===== config.mk =====
export PLATFORM = sky130hd
export DESIGN_NAME = muldiv_sequencer
export DESIGN_NICKNAME = d
export VERILOG_FILES = /design/src/rtl/muldiv_pkg.sv /design/src/rtl/muldiv_iter_core.sv /design/src/rtl/muldiv_sequencer.sv
export SDC_FILE = /design/constraint.sdc
export NUM_CORES = 1
export LEC_CHECK = 0
export CAP_MARGIN = 5
export CORE_MARGIN = 5
export CORE_UTILIZATION = 35
export CTS_CLUSTER_SIZE = 14
export DETAILED_ROUTE_END_ITERATION = 8
export SLEW_MARGIN = 10
export SYNTH_ARGS = -nofsm -noshare
export SYNTH_HDL_FRONTEND = slang
export SYNTH_HIERARCHICAL = 1
export SYNTH_SLANG_ARGS = --single-unit

===== constraint.sdc =====
create_clock -name clk -period 4.3 [get_ports clk]
set_input_delay 0.43 -clock clk [delete_from_list [all_inputs] [get_ports clk]]
set_output_delay 0.43 -clock clk [all_outputs]
set_load 0.005 [all_outputs]

===== src/rtl/muldiv_pkg.sv =====
// Shared types and constants for the iterative multiply/divide unit.
package muldiv_pkg;

    typedef enum logic [1:0] {
        IDLE  = 2'd0,
        RUN   = 2'd1,
        FIXUP = 2'd2,
        DONE  = 2'd3
    } state_t;

    localparam logic OP_MUL = 1'b1;
    localparam logic OP_DIV = 1'b0;

    localparam int unsigned          MAX_WIDTH   = 64;
    localparam logic [MAX_WIDTH-1:0] DIV0_RESULT = '1;

endpackage


===== src/rtl/muldiv_iter_core.sv =====
// Iteration datapath: shift-add multiply or restoring divide, one step per enabled edge.
module muldiv_iter_core
    import muldiv_pkg::*;
#(
    parameter int unsigned WIDTH = 32
) (
    input  logic             clk,
    input  logic             reset,
    input  logic             load,
    input  logic             step,
    input  logic             op,
    input  logic [WIDTH-1:0] a,
    input  logic [WIDTH-1:0] b,
    output logic [WIDTH-1:0] res
);

    // acc: product accumulator or partial remainder.
    // opa: shifting multiplicand, or dividend shifting out while quotient bits shift in.
    // opb: shifting multiplier, or the static divisor.
    logic [WIDTH-1:0] acc;
    logic [WIDTH-1:0] opa;
    logic [WIDTH-1:0] opb;
    logic [WIDTH:0]   shifted;
    logic [WIDTH+1:0] diff;
    logic             borrow;

    always_comb begin
        shifted = {acc, opa[WIDTH-1]};
        diff    = {1'b0, shifted} - {2'b00, opb};
        borrow  = diff[WIDTH+1];
    end

    always_ff @(posedge clk) begin
        if (reset) begin
            acc <= '0;
            opa <= '0;
            opb <= '0;
        end else if (load) begin
            acc <= '0;
            opa <= a;
            opb <= b;
        end else if (step) begin
            if (op == OP_MUL) begin
                if (opb[0]) begin
                    acc <= acc + opa;
                end
                opa <= {opa[WIDTH-2:0], 1'b0};
                opb <= {1'b0, opb[WIDTH-1:1]};
            end else begin
                // Remainder stays below the divisor, so on borrow the shifted value fits WIDTH bits.
                acc <= borrow ? shifted[WIDTH-1:0] : diff[WIDTH-1:0];
                opa <= {opa[WIDTH-2:0], ~borrow};
            end
        end
    end

    assign res = (op == OP_MUL) ? acc : opa;

endmodule


===== src/rtl/muldiv_sequencer.sv =====
// Multi-cycle multiply/divide sequencer: FSM, iteration counter, sign fixup and result registers.
module muldiv_sequencer
    import muldiv_pkg::*;
#(
    parameter int unsigned WIDTH = 32
) (
    input  logic             clk,
    input  logic             reset,
    input  logic             start,
    input  logic             op_mul,
    input  logic             div_signed,
    input  logic [WIDTH-1:0] src_a,
    input  logic [WIDTH-1:0] src_b,
    output logic             busy,
    output logic             stall,
    output logic             done,
    output logic [WIDTH-1:0] result,
    output logic             div_by_zero
);

    localparam int unsigned    CNT_W = (WIDTH > 1) ? $clog2(WIDTH) : 1;
    localparam logic [CNT_W-1:0] LAST = CNT_W'(WIDTH - 1);

    state_t           state;
    state_t           state_n;
    logic [CNT_W-1:0] cnt;
    logic             op_r;
    logic             neg_r;
    logic             load;
    logic             step;
    logic             div0;
    logic             a_neg;
    logic             b_neg;
    logic [WIDTH-1:0] a_mag;
    logic [WIDTH-1:0] b_mag;
    logic [WIDTH-1:0] core_res;

    always_comb begin
        div0  = (op_mul == OP_DIV) && (src_b == '0);
        a_neg = (op_mul == OP_DIV) && div_signed && src_a[WIDTH-1];
        b_neg = (op_mul == OP_DIV) && div_signed && src_b[WIDTH-1];
        a_mag = a_neg ? -src_a : src_a;
        b_mag = b_neg ? -src_b : src_b;
    end

    always_ff @(posedge clk) begin
        if (reset) begin
            state <= IDLE;
        end else begin
            state <= state_n;
        end
    end

    always_comb begin
        state_n = state;
        load    = 1'b0;
        step    = 1'b0;
        stall   = 1'b0;
        case (state)
            IDLE: begin
                if (start) begin
                    if (div0) begin
                        state_n = DONE;
                    end else begin
                        state_n = RUN;
                        load    = 1'b1;
                        stall   = 1'b1;
                    end
                end
            end
            RUN: begin
                step  = 1'b1;
                stall = 1'b1;
                if (cnt == LAST) begin
                    state_n = FIXUP;
                end
            end
            FIXUP: begin
                stall   = 1'b1;
                state_n = DONE;
            end
            DONE: begin
                state_n = IDLE;
            end
            default: begin
                state_n = IDLE;
            end
        endcase
        busy = (state != IDLE);
        done = (state == DONE);
    end

    always_ff @(posedge clk) begin
        if (reset) begin
            cnt         <= '0;
            op_r        <= 1'b0;
            neg_r       <= 1'b0;
            result      <= '0;
            div_by_zero <= 1'b0;
        end else begin
            case (state)
                IDLE: begin
                    if (start) begin
                        if (div0) begin
                            result      <= DIV0_RESULT[WIDTH-1:0];
                            div_by_zero <= 1'b1;
                        end else begin
                            op_r        <= op_mul;
                            neg_r       <= a_neg ^ b_neg;
                            cnt         <= '0;
                            div_by_zero <= 1'b0;
                        end
                    end
                end
                RUN: begin
                    cnt <= cnt + 1'b1;
                end
                FIXUP: begin
                    result <= neg_r ? -core_res : core_res;
                end
                default: begin
                end
            endcase
        end
    end

    muldiv_iter_core #(
        .WIDTH(WIDTH)
    ) u_core (
        .clk  (clk),
        .reset(reset),
        .load (load),
        .step (step),
        .op   (op_r),
        .a    (a_mag),
        .b    (b_mag),
        .res  (core_res)
    );

endmodule


==> results of run 1 <==
-- through the flow --
step | power, W | area, um2 | util [%]
2_1_floorplan | 0.00689 | 12500 | -
4_1_cts | 0.0105 | 14500 | 41.1
6_report | 0.0105 | 14500 | 41.1
3_5_place_dp | 0.00865 | 13800 | 39.1
3_3_place_gp | 0.00860 | 13800 | 39.1
5_1_grt | 0.0113 | 14500 | 41.1
-- sequential cells by signal (all words and copies together), names as in the netlist --
signal / flops
u_core/opb: 32
u_core/opa: 32
div_by_zero: 1
cnt: 5
state: 2
op_r: 1
result: 32
neg_r: 1
u_core/acc: 32
-- critical path: cells and delay by family (launching register included) --
family | cells | cell delay, ps
flip-flops | 1 | 850
AND/OR/NAND/NOR | 2 | 1110
AO/OA/AOI/OAI | 3 | 1280
XOR/XNOR | 1 | 140
-- cells by family (layout without fill, tap and decap cells) --
family                     Yosys count  after routing  synth area share, %
and+or+nand+nor                    439            439                 17.3
xor gates and xnor gates           136            136                 9.56
adders and majority gates           75             75                 7.65
AOI/OAI and AO/OA                  504            504                 28.1
muxes                              109            109                 9.08
other                                0              1                    0
DFF                                138            138                 22.2
buffers and inverters              186            254                 6.11
-- final timing paths --
check | startpoint | to | slack (ps) | depth (start not counted)
min reg2reg | result[10]$_SDFFE_PP0P_ | result[10]$_SDFFE_PP0P_ | 460 | 2
min | result[10]$_SDFFE_PP0P_ | result[10]$_SDFFE_PP0P_ | 460 | 2
max | op_r$_SDFFE_PP0P_ | result[29]$_SDFFE_PP0P_ | 800 | 6
max reg2reg | op_r$_SDFFE_PP0P_ | result[29]$_SDFFE_PP0P_ | 800 | 6
-- layout by cell type (no fill, tap or decap), types with 6 or more instances in the layout --
| master | instances |
|---|---|
| sky130_fd_sc_hd__or3_1 | 10 |
| sky130_fd_sc_hd__clkbuf_16 | 17 |
| sky130_fd_sc_hd__a21boi_0 | 6 |
| sky130_fd_sc_hd__nand2b_1 | 14 |
| sky130_fd_sc_hd__nor2_1 | 160 |
| sky130_fd_sc_hd__o21a_1 | 8 |
| sky130_fd_sc_hd__a211o_1 | 6 |
| sky130_fd_sc_hd__dfxtp_1 | 137 |
| sky130_fd_sc_hd__nor2b_1 | 8 |
| sky130_fd_sc_hd__o21ai_0 | 77 |
| sky130_fd_sc_hd__nand3_1 | 31 |
| sky130_fd_sc_hd__ha_1 | 72 |
| sky130_fd_sc_hd__a31oi_1 | 20 |
| sky130_fd_sc_hd__mux2_2 | 33 |
| sky130_fd_sc_hd__o21bai_1 | 7 |
| sky130_fd_sc_hd__a221oi_1 | 22 |
| sky130_fd_sc_hd__o211ai_1 | 20 |
| sky130_fd_sc_hd__xnor2_1 | 64 |
| sky130_fd_sc_hd__and2_1 | 18 |
| sky130_fd_sc_hd__inv_1 | 97 |
| sky130_fd_sc_hd__buf_4 | 21 |
| sky130_fd_sc_hd__a21o_1 | 29 |
| sky130_fd_sc_hd__clkdlybuf4s50_1 | 103 |
| sky130_fd_sc_hd__nand2_1 | 86 |
| sky130_fd_sc_hd__a21oi_1 | 138 |
| sky130_fd_sc_hd__a221oi_2 | 13 |
| sky130_fd_sc_hd__a211oi_1 | 43 |
| sky130_fd_sc_hd__and3_1 | 14 |
| sky130_fd_sc_hd__o41ai_1 | 15 |
| sky130_fd_sc_hd__nand4_1 | 11 |
| sky130_fd_sc_hd__nor3_1 | 36 |
| sky130_fd_sc_hd__nor4_1 | 11 |
| sky130_fd_sc_hd__mux2i_1 | 76 |
| sky130_fd_sc_hd__xor2_1 | 72 |
| sky130_fd_sc_hd__o31ai_1 | 29 |
| sky130_fd_sc_hd__bufinv_16 | 7 |
| sky130_fd_sc_hd__a22oi_1 | 6 |
| sky130_fd_sc_hd__o221ai_1 | 6 |
-- power groups by stage --
stage / sequential (W) / combinational (W) / clock [W]
2_1_floorplan: 0.00189 / 0.00500 / 0
3_3_place_gp: 0.00206 / 0.00653 / 0
3_5_place_dp: 0.00207 / 0.00658 / 0
4_1_cts: 0.00204 / 0.00662 / 0.00180
5_1_grt: 0.00208 / 0.00733 / 0.00186
6_report: 0.00204 / 0.00670 / 0.00178
-- metal layers --
layer  part of all wire (%)  vias up  wire length (um)  track usage [%]
met3                    3.8       79              1530             2.42
li1                       -     5969                 -                -
met1                     43     5866             17200             24.7
met2                     50      295             20100             34.7
met5                      0        -                 0                0
met4                    3.6        0              1460             7.98
-- cell type report --
type	instances	area, um2	area share, %
well taps	461	577	3.97
flip-flops and latches	138	2760	19.0
diodes	1	2.50	0.0172
inverters	98	368	2.53
repair buffers	124	1190	8.17
clock buffers	19	433	2.98
clock inverters	13	260	1.79
multi-input cells	1263	8950	61.5
==> results.tsv, run 1 <==
metric	value	unit
outcome	finished, final reports clean	
minimum setup slack in the final design	800	ps
die outline area	39500	um2
largest net degree at the start of global routing	73	
number of enable-type register cells in the synthesized netlist	0	
total core area	35400	um2
first-pass iteration count of the detailed router	5	
die extent in y	199	um
overall via count from detail_route	12209	
CP Max Fanout	34	
placement-stage worst setup slack	687	ps
clk buf depth	2	
placer congestion estimate	0.927	
critical path type	reg2reg	
total gr overflow	0	
nets	1786	
number of global-route vias before repair	11658	
Remaining DRCs	0	
Synth area leader	sky130_fd_sc_hd__dfxtp_1	
clock input transition at the sequential cells of the worst setup and hold paths	60	ps
share of cells above drive strength 1	7.79	%
Clk pwr share	16.9	%
Port-buffer cells	104	
Leak Pwr	5.62	nW
combinational share of power	63.7	%
CTS hold repair buffers	0	
CP max stage cell	sky130_fd_sc_hd__dfxtp_2	
average instance area after synthesis	7.85	um2
area share of the largest cell type after synthesis	22.2	%
wire length of the first global-routing pass	62.7	mm
net count after synthesis	1731	
final hold slack	462	ps
number of max-slew violations in the final report	0	
worst hold path class	reg2reg	
part of the power in registers	19.4	%
worst slew slack as a fraction of its limit	26.4	%
clock sinks	138	
data required time of the worst path	4640	ps
post_cts resized	0	
CP cell instances	o21ai_0 -> nor4_1 -> nand3b_1 -> o41ai_1 -> xor2_1 -> a221oi_1	
final WL	40.2	mm
async set or reset register ratio after synthesis	0	%
initial standard-cell utilization of the core	35.2	%
Arrival @ worst endpoint	3840	ps
number of buffers created by CTS	17	
source-to-sink clock delay at the later pin of the worst-skew pair	440	ps
via density per instance	5.77	
CP max stage delay	850	ps
cell area after synthesis	12500	um2
global-route usage over all layers	19.8	%
unrepaired setup endpoints after global routing	false	
Antenna Nets Post-Route	0	
count of placed standard cells including taps	2084	
switching share of power	48.0	%
post-detail-place hpwl	31.4	mm
final number of setup-violating endpoints	0	
detail-routed net length per standard cell	19.0	um
violation count after the first detailed-routing iteration	902	
most used flip-flop cell after synthesis	sky130_fd_sc_hd__dfxtp_1	
Slew @ Worst Pin	1100	ps
Yosys cell types	91	
number of antenna violations at the first check in global routing	1	
count of non-filler cells in the finished layout	2117	
switching pwr	0.00505	W
portion of the clock cycle consumed by the worst path in the final layout	81.4	%
Max rail drop VDD	383	uV
Max Freq	286	MHz
power per unit of standard cell area	723	nW/um2
total negative slack for setup checks	0	ps
sequential-to-total area share from yosys stat	22.2	%
Post-CTS Setup Inserts	0	
top cell types by occurrence after synthesis	sky130_fd_sc_hd__nor2_1 (161), sky130_fd_sc_hd__a21oi_1 (138), sky130_fd_sc_hd__dfxtp_1 (138)	
register bit count reported by yosys	138	
max capacitance violation total	0	
Gate Count Post-Synth	1587	
Final Skew	11.3	ps
die width	199	um
minimum clock period	3500	ps
I/O Pins	105	
Final Hold Vio Count	0	
endpoint type of the worst setup path	register	
startpoint type of the worst setup path	register	
filler instances	3602	
Int Pwr	0.00547	W
cell row count	69	
Yosys warning total	6	
maximum level of the CTS H-tree	4	
top area cells in the synthesized netlist	sky130_fd_sc_hd__dfxtp_1 (22%), sky130_fd_sc_hd__ha_1 (7.3%), sky130_fd_sc_hd__mux2i_1 (6.1%)	
clock tree from TritonCTS	done	
post-synthesis to final-layout area growth	16.7	%
most frequent cell after synthesis	sky130_fd_sc_hd__nor2_1	
clock tree root buffer cell	sky130_fd_sc_hd__clkbuf_16	
Power figures use the tool's default switching activity.
==> run 2: changes to the inputs <==
==> constraint.sdc (replaced) <==
create_clock -name clk -period 3.5 [get_ports clk]
set_input_delay 0.35 -clock clk [delete_from_list [all_inputs] [get_ports clk]]
set_output_delay 0.35 -clock clk [all_outputs]
set_load 0.005 [all_outputs]
==> run 2 against run 1 <==
Compared with the run above: sequential power grew 19%; critical path depth grew 5; worst hold slack got worse by 83 ps; cell area grew 1.4%; worst setup slack worse by 500 ps; clock skew down 1.7 ps; clock-buffer cell count decreased by 1; sequential share of layout area fell by 0.25 points; combinational power up 28%; critical path type unchanged.
==> results.tsv, run 2 (synthesis gave the netlist of run 1 again) <==
metric	value	unit
total core area	35400	um2
total power consumption of the routed design	0.0128	W
clock tree root buffer cell	sky130_fd_sc_hd__clkbuf_16	
Max rail drop VDD	394	uV
post-detail-place hpwl	31.3	mm
die width	199	um
CP Max Fanout	13	
clock input transition at the sequential cells of the worst setup and hold paths	70	ps
detail-routed net length per standard cell	18.4	um
filler instances	3595	
unrepaired setup endpoints after global routing	false	
Storage cell area	2760	um2
slack of the worst reg-to-reg path	300	ps
Max Freq	312	MHz
Final Skew	9.62	ps
CP max stage delay	510	ps
total gr overflow	0	
Antenna Nets Post-Route	0	
Post-CTS Setup Inserts	0	
cell row count	69	
maximum level of the CTS H-tree	4	
Leak Pwr	5.78	nW
clock sinks	138	
power per unit of standard cell area	868	nW/um2
nets	1826	
cell depth of the worst setup path	11	
worst slew slack as a fraction of its limit	29.6	%
clk buf depth	2	
wire length of the first global-routing pass	62.1	mm
number of antenna violations at the first check in global routing	0	
portion of the clock cycle consumed by the worst path in the final layout	91.5	%
final hold slack	379	ps
CP max stage cell	sky130_fd_sc_hd__a2111oi_4	
minimum clock period	3200	ps
data required time of the worst path	3800	ps
Arrival @ worst endpoint	3500	ps
Final Hold Vio Count	0	
Remaining DRCs	0	
launching instance or port of the critical path	u_core/opb[2]$_SDFFE_PP0P_	
Port-buffer cells	104	
outcome	finished, final reports clean	
CTS hold repair buffers	0	
critical path type	reg2reg	
commonest non-fill, non-tap cell in the layout	sky130_fd_sc_hd__nor2_1	
number of buffers created by CTS	17	
die extent in y	199	um
first-pass iteration count of the detailed router	5	
source-to-sink clock delay at the later pin of the worst-skew pair	440	ps
largest net degree at the start of global routing	69	
worst reg2reg path depth	11	
overall via count from detail_route	12201	
final number of setup-violating endpoints	0	
Slew @ Worst Pin	1060	ps
number of global-route vias before repair	11760	
number of max-slew violations in the final report	0	
endpoint type of the worst setup path	register	
global-route usage over all layers	19.5	%
area occupied by multi-input gates	8950	um2
CP cell instances	inv_1 -> ha_1 -> o211ai_1 -> a21o_1 -> a2111o_1 -> a2111oi_4 -> o211ai_4 -> nand2_4 -> buf_4 -> mux2i_1 -> o221ai_1	
commonest cells after routing, fill and taps aside	sky130_fd_sc_hd__nor2_1 (159), sky130_fd_sc_hd__a21oi_1 (138), sky130_fd_sc_hd__dfxtp_1 (137), sky130_fd_sc_hd__clkdlybuf4s50_1 (103), sky130_fd_sc_hd__inv_1 (97)	
I/O Pins	105	
CP Buf/Inv Count	2	
violation count after the first detailed-routing iteration	817	
initial standard-cell utilization of the core	35.2	%
share of cells above drive strength 1	10.1	%
capturing point of the worst reg2reg path	u_core/acc[19]$_SDFFE_PP0P_	
startpoint type of the worst setup path	register	
total negative slack for setup checks	0	ps
worst hold path class	in2reg	
category of cells accounting for the largest share of critical-path delay	compound AO/OA/AOI/OAI gates	
final WL	39.6	mm
origin of the critical flop-to-flop path	u_core/opb[2]$_SDFFE_PP0P_	
# diodes	0	
via density per instance	5.66	
post-synthesis to final-layout area growth	18.3	%
max capacitance violation total	0	
Worst Setup EP	u_core/acc[19]$_SDFFE_PP0P_	
placer congestion estimate	0.944	
clock tree from TritonCTS	done	
die outline area	39500	um2
run 2: how the worst min path moves through the flow:
stage / endpoint / start / cells after the start / slack (ps)
2_1_floorplan: div_by_zero$_SDFFE_PP0P_ / div_by_zero$_SDFFE_PP0P_ / 2 / 450
3_3_place_gp: result[16]$_SDFFE_PP0P_ / result[16]$_SDFFE_PP0P_ / 2 / 450
3_5_place_dp: result[11]$_SDFFE_PP0P_ / result[11]$_SDFFE_PP0P_ / 2 / 450
4_1_cts: div_by_zero$_SDFFE_PP0P_ / reset / 2 / 370
5_1_grt: div_by_zero$_SDFFE_PP0P_ / reset / 2 / 430
6_report: div_by_zero$_SDFFE_PP0P_ / reset / 2 / 380
run 2: timing repair:
| action | CTS | global route |
|---|---|---|
| endpoints found under the hold margin | 0 | 0 |
| setup endpoints to repair | 0 | 2 |
| gates resized for setup | 0 | 1 |
run 2: through the flow:
step	util (%)	setup slack, ps	area (um2)	std cells
2_1_floorplan	-	597	12500	1587
6_report	41.7	296	14700	2156
5_1_grt	41.7	133	14700	2156
3_3_place_gp	40.0	294	14200	2124
4_1_cts	41.6	316	14700	2156
3_5_place_dp	40.0	266	14200	2124
run 2: layout make-up:
| type | instances | area share (%) |
|---|---|---|
| Multi-Input combinational cell | 1263 | 60.7 |
| Sequential cell | 138 | 18.7 |
| Timing Repair Buffer | 164 | 10.2 |
| Tap cell | 461 | 3.91 |
| Clock buffer | 18 | 2.98 |
| Inverter | 98 | 2.50 |
| Clock inverter | 14 | 0.942 |
run 2: power by group:
group / switching (W) / internal [W]
Clock: 0.000800 / 0.00101
Combinational: 0.00506 / 0.00350
Sequential: 0.000417 / 0.00200
run 2: metal layers:
layer / global-route usage, % / share of wire (%) / vias to the layer above
li1: - / - / 6051
met1: 25.1 / 44 / 5792
met2: 34.2 / 50 / 300
met3: 2.49 / 3.9 / 58
met4: 5.90 / 2.2 / 0
met5: 0 / 0 / -
==> run 3: changes to the inputs <==
==> constraint.sdc (replaced) <==
create_clock -name clk -period 3.9 [get_ports clk]
set_input_delay 0.39 -clock clk [delete_from_list [all_inputs] [get_ports clk]]
set_output_delay 0.39 -clock clk [all_outputs]
set_load 0.005 [all_outputs]
==> run 3 against run 2 <==
Compared with the run above: via count barely moved; clock skew rose by 5.0 ps; total power fell by 11%; clock power fell by 9.9%.
==> results.tsv, run 3 (synthesis gave the netlist of run 1 again) <==
metric	value	unit
outcome	finished, final reports clean	
number of buffers created by CTS	17	
largest net degree at the start of global routing	96	
overall via count from detail_route	12205	
CP max stage cell	sky130_fd_sc_hd__a2111oi_4	
data required time of the worst path	4210	ps
Leak Pwr	5.62	nW
violation count after the first detailed-routing iteration	958	
clk buf depth	2	
unrepaired setup endpoints after global routing	false	
CP Max Fanout	11	
clock sinks	138	
category of cells accounting for the largest share of critical-path delay	compound AO/OA/AOI/OAI gates	
number of max-slew violations in the final report	0	
clock input transition at the sequential cells of the worst setup and hold paths	70	ps
portion of the clock cycle consumed by the worst path in the final layout	94.1	%
wire length of the first global-routing pass	62.4	mm
power per unit of standard cell area	781	nW/um2
maximum level of the CTS H-tree	4	
total gr overflow	0	
Port-buffer cells	104	
minimum clock period	3670	ps
nets	1797	
Antenna Nets Post-Route	0	
Slew @ Worst Pin	1150	ps
Final Skew	14.6	ps
commonest cells after routing, fill and taps aside	sky130_fd_sc_hd__nor2_1 (160), sky130_fd_sc_hd__a21oi_1 (138), sky130_fd_sc_hd__dfxtp_1 (137), sky130_fd_sc_hd__clkdlybuf4s50_1 (103), sky130_fd_sc_hd__inv_1 (97)	
cell row count	69	
CTS hold repair buffers	0	
Max Freq	273	MHz
source-to-sink clock delay at the later pin of the worst-skew pair	430	ps
Arrival @ worst endpoint	3980	ps
Remaining DRCs	0	
total negative slack for setup checks	0	ps
worst hold path class	reg2reg	
post-detail-place hpwl	31.0	mm
clock tree from TritonCTS	done	
post_cts resized	0	
number of global-route vias before repair	11829	
endpoint type of the worst setup path	register	
slack of the worst reg-to-reg path	230	ps
via density per instance	5.74	
startpoint type of the worst setup path	register	
max capacitance violation total	0	
final WL	39.7	mm
CP max stage delay	530	ps
clock tree root buffer cell	sky130_fd_sc_hd__clkbuf_16	
CP Buf/Inv Count	1	
initial standard-cell utilization of the core	35.2	%
filler instances	3655	
die width	199	um
# diodes	0	
total power consumption of the routed design	0.0113	W
Post-CTS Setup Inserts	0	
commonest non-fill, non-tap cell in the layout	sky130_fd_sc_hd__nor2_1	
critical path type	reg2reg	
global-route usage over all layers	19.5	%
CP cell instances	inv_1 -> ha_1 -> nand2b_1 -> a21o_1 -> a2111o_1 -> a2111oi_4 -> o211ai_4 -> nand2_4 -> mux2_2 -> o311a_1	
Max rail drop VDD	382	uV
detail-routed net length per standard cell	18.6	um
placer congestion estimate	0.917	
die extent in y	199	um
share of cells above drive strength 1	8.46	%
total core area	35400	um2
I/O Pins	105	
final number of setup-violating endpoints	0	
Final Hold Vio Count	0	
number of antenna violations at the first check in global routing	1	
first-pass iteration count of the detailed router	5	
die outline area	39500	um2
worst slew slack as a fraction of its limit	23.4	%
post-synthesis to final-layout area growth	16.3	%
==> run 3: changes by cell type in the layout (fill, tap and decap cells not counted), sizes merged <==
cell / delta
buf: -29
clkinv: +1
inv: -1
==> run 3: path summary, 6_finish.rpt <==
path / start / to / cells after the start
setup / recovery: u_core/opa[31]$_SDFFE_PP0P_ / u_core/acc[16]$_SDFFE_PP0P_ / 10
hold / removal: result[11]$_SDFFE_PP0P_ / result[11]$_SDFFE_PP0P_ / 2
setup reg to reg: u_core/opa[31]$_SDFFE_PP0P_ / u_core/acc[16]$_SDFFE_PP0P_ / 10
hold reg to reg: result[11]$_SDFFE_PP0P_ / result[11]$_SDFFE_PP0P_ / 2
==> run 3: stage by stage <==
stage | hold slack (ps) | setup WS, ps | utilization (%) | cell area (um2) | instances
2_1_floorplan | 453 | 997 | - | 12500 | 1587
3_3_place_gp | 452 | 361 | 39.4 | 13900 | 2095
3_5_place_dp | 452 | 358 | 39.4 | 13900 | 2095
4_1_cts | 462 | 309 | 41.0 | 14500 | 2127
5_1_grt | 484 | 101 | 41.0 | 14500 | 2127
6_report | 459 | 231 | 41.0 | 14500 | 2127
==> run 3: report_power, final <==
group / internal (W) / leakage, nW / total (W) / switching (W)
sequential: 0.00179 / 1.13 / 0.00224 / 0.000448
combinational: 0.00302 / 4.22 / 0.00745 / 0.00444
clock: 0.000894 / 0.271 / 0.00163 / 0.000731
total: 0.00571 / 5.62 / 0.0113 / 0.00562
==> run 3: layout make-up <==
| type | count | area [um2] | area share (%) |
|---|---|---|---|
| clock buffers | 18 | 429 | 2.96 |
| clock inverters | 14 | 141 | 0.975 |
| inverters | 98 | 368 | 2.54 |
| multi-input cells | 1263 | 8950 | 61.7 |
| flip-flops and latches | 138 | 2760 | 19.1 |
| well taps | 461 | 577 | 3.98 |
| repair buffers | 135 | 1270 | 8.77 |
==> run 3: worst reg2reg max path, stage by stage (launching register included) <==
cell and delay (ps):
sky130_fd_sc_hd__dfxtp_1 520, sky130_fd_sc_hd__inv_1 220, sky130_fd_sc_hd__ha_1 280, sky130_fd_sc_hd__nand2b_1 180, sky130_fd_sc_hd__a21o_1 210, sky130_fd_sc_hd__a2111o_1 490
sky130_fd_sc_hd__a2111oi_4 530, sky130_fd_sc_hd__o211ai_4 230, sky130_fd_sc_hd__nand2_4 240, sky130_fd_sc_hd__mux2_2 370, sky130_fd_sc_hd__o311a_1 280
==> run 3: metal layers <==
metal  wire length, um  GRT usage, %  vias up
met4              1190          6.28        2
li1                  -             -     5991
met5                13             0        -
met1             17200          24.7     5834
met2             19800          34.4      313
met3              1550          2.52       65
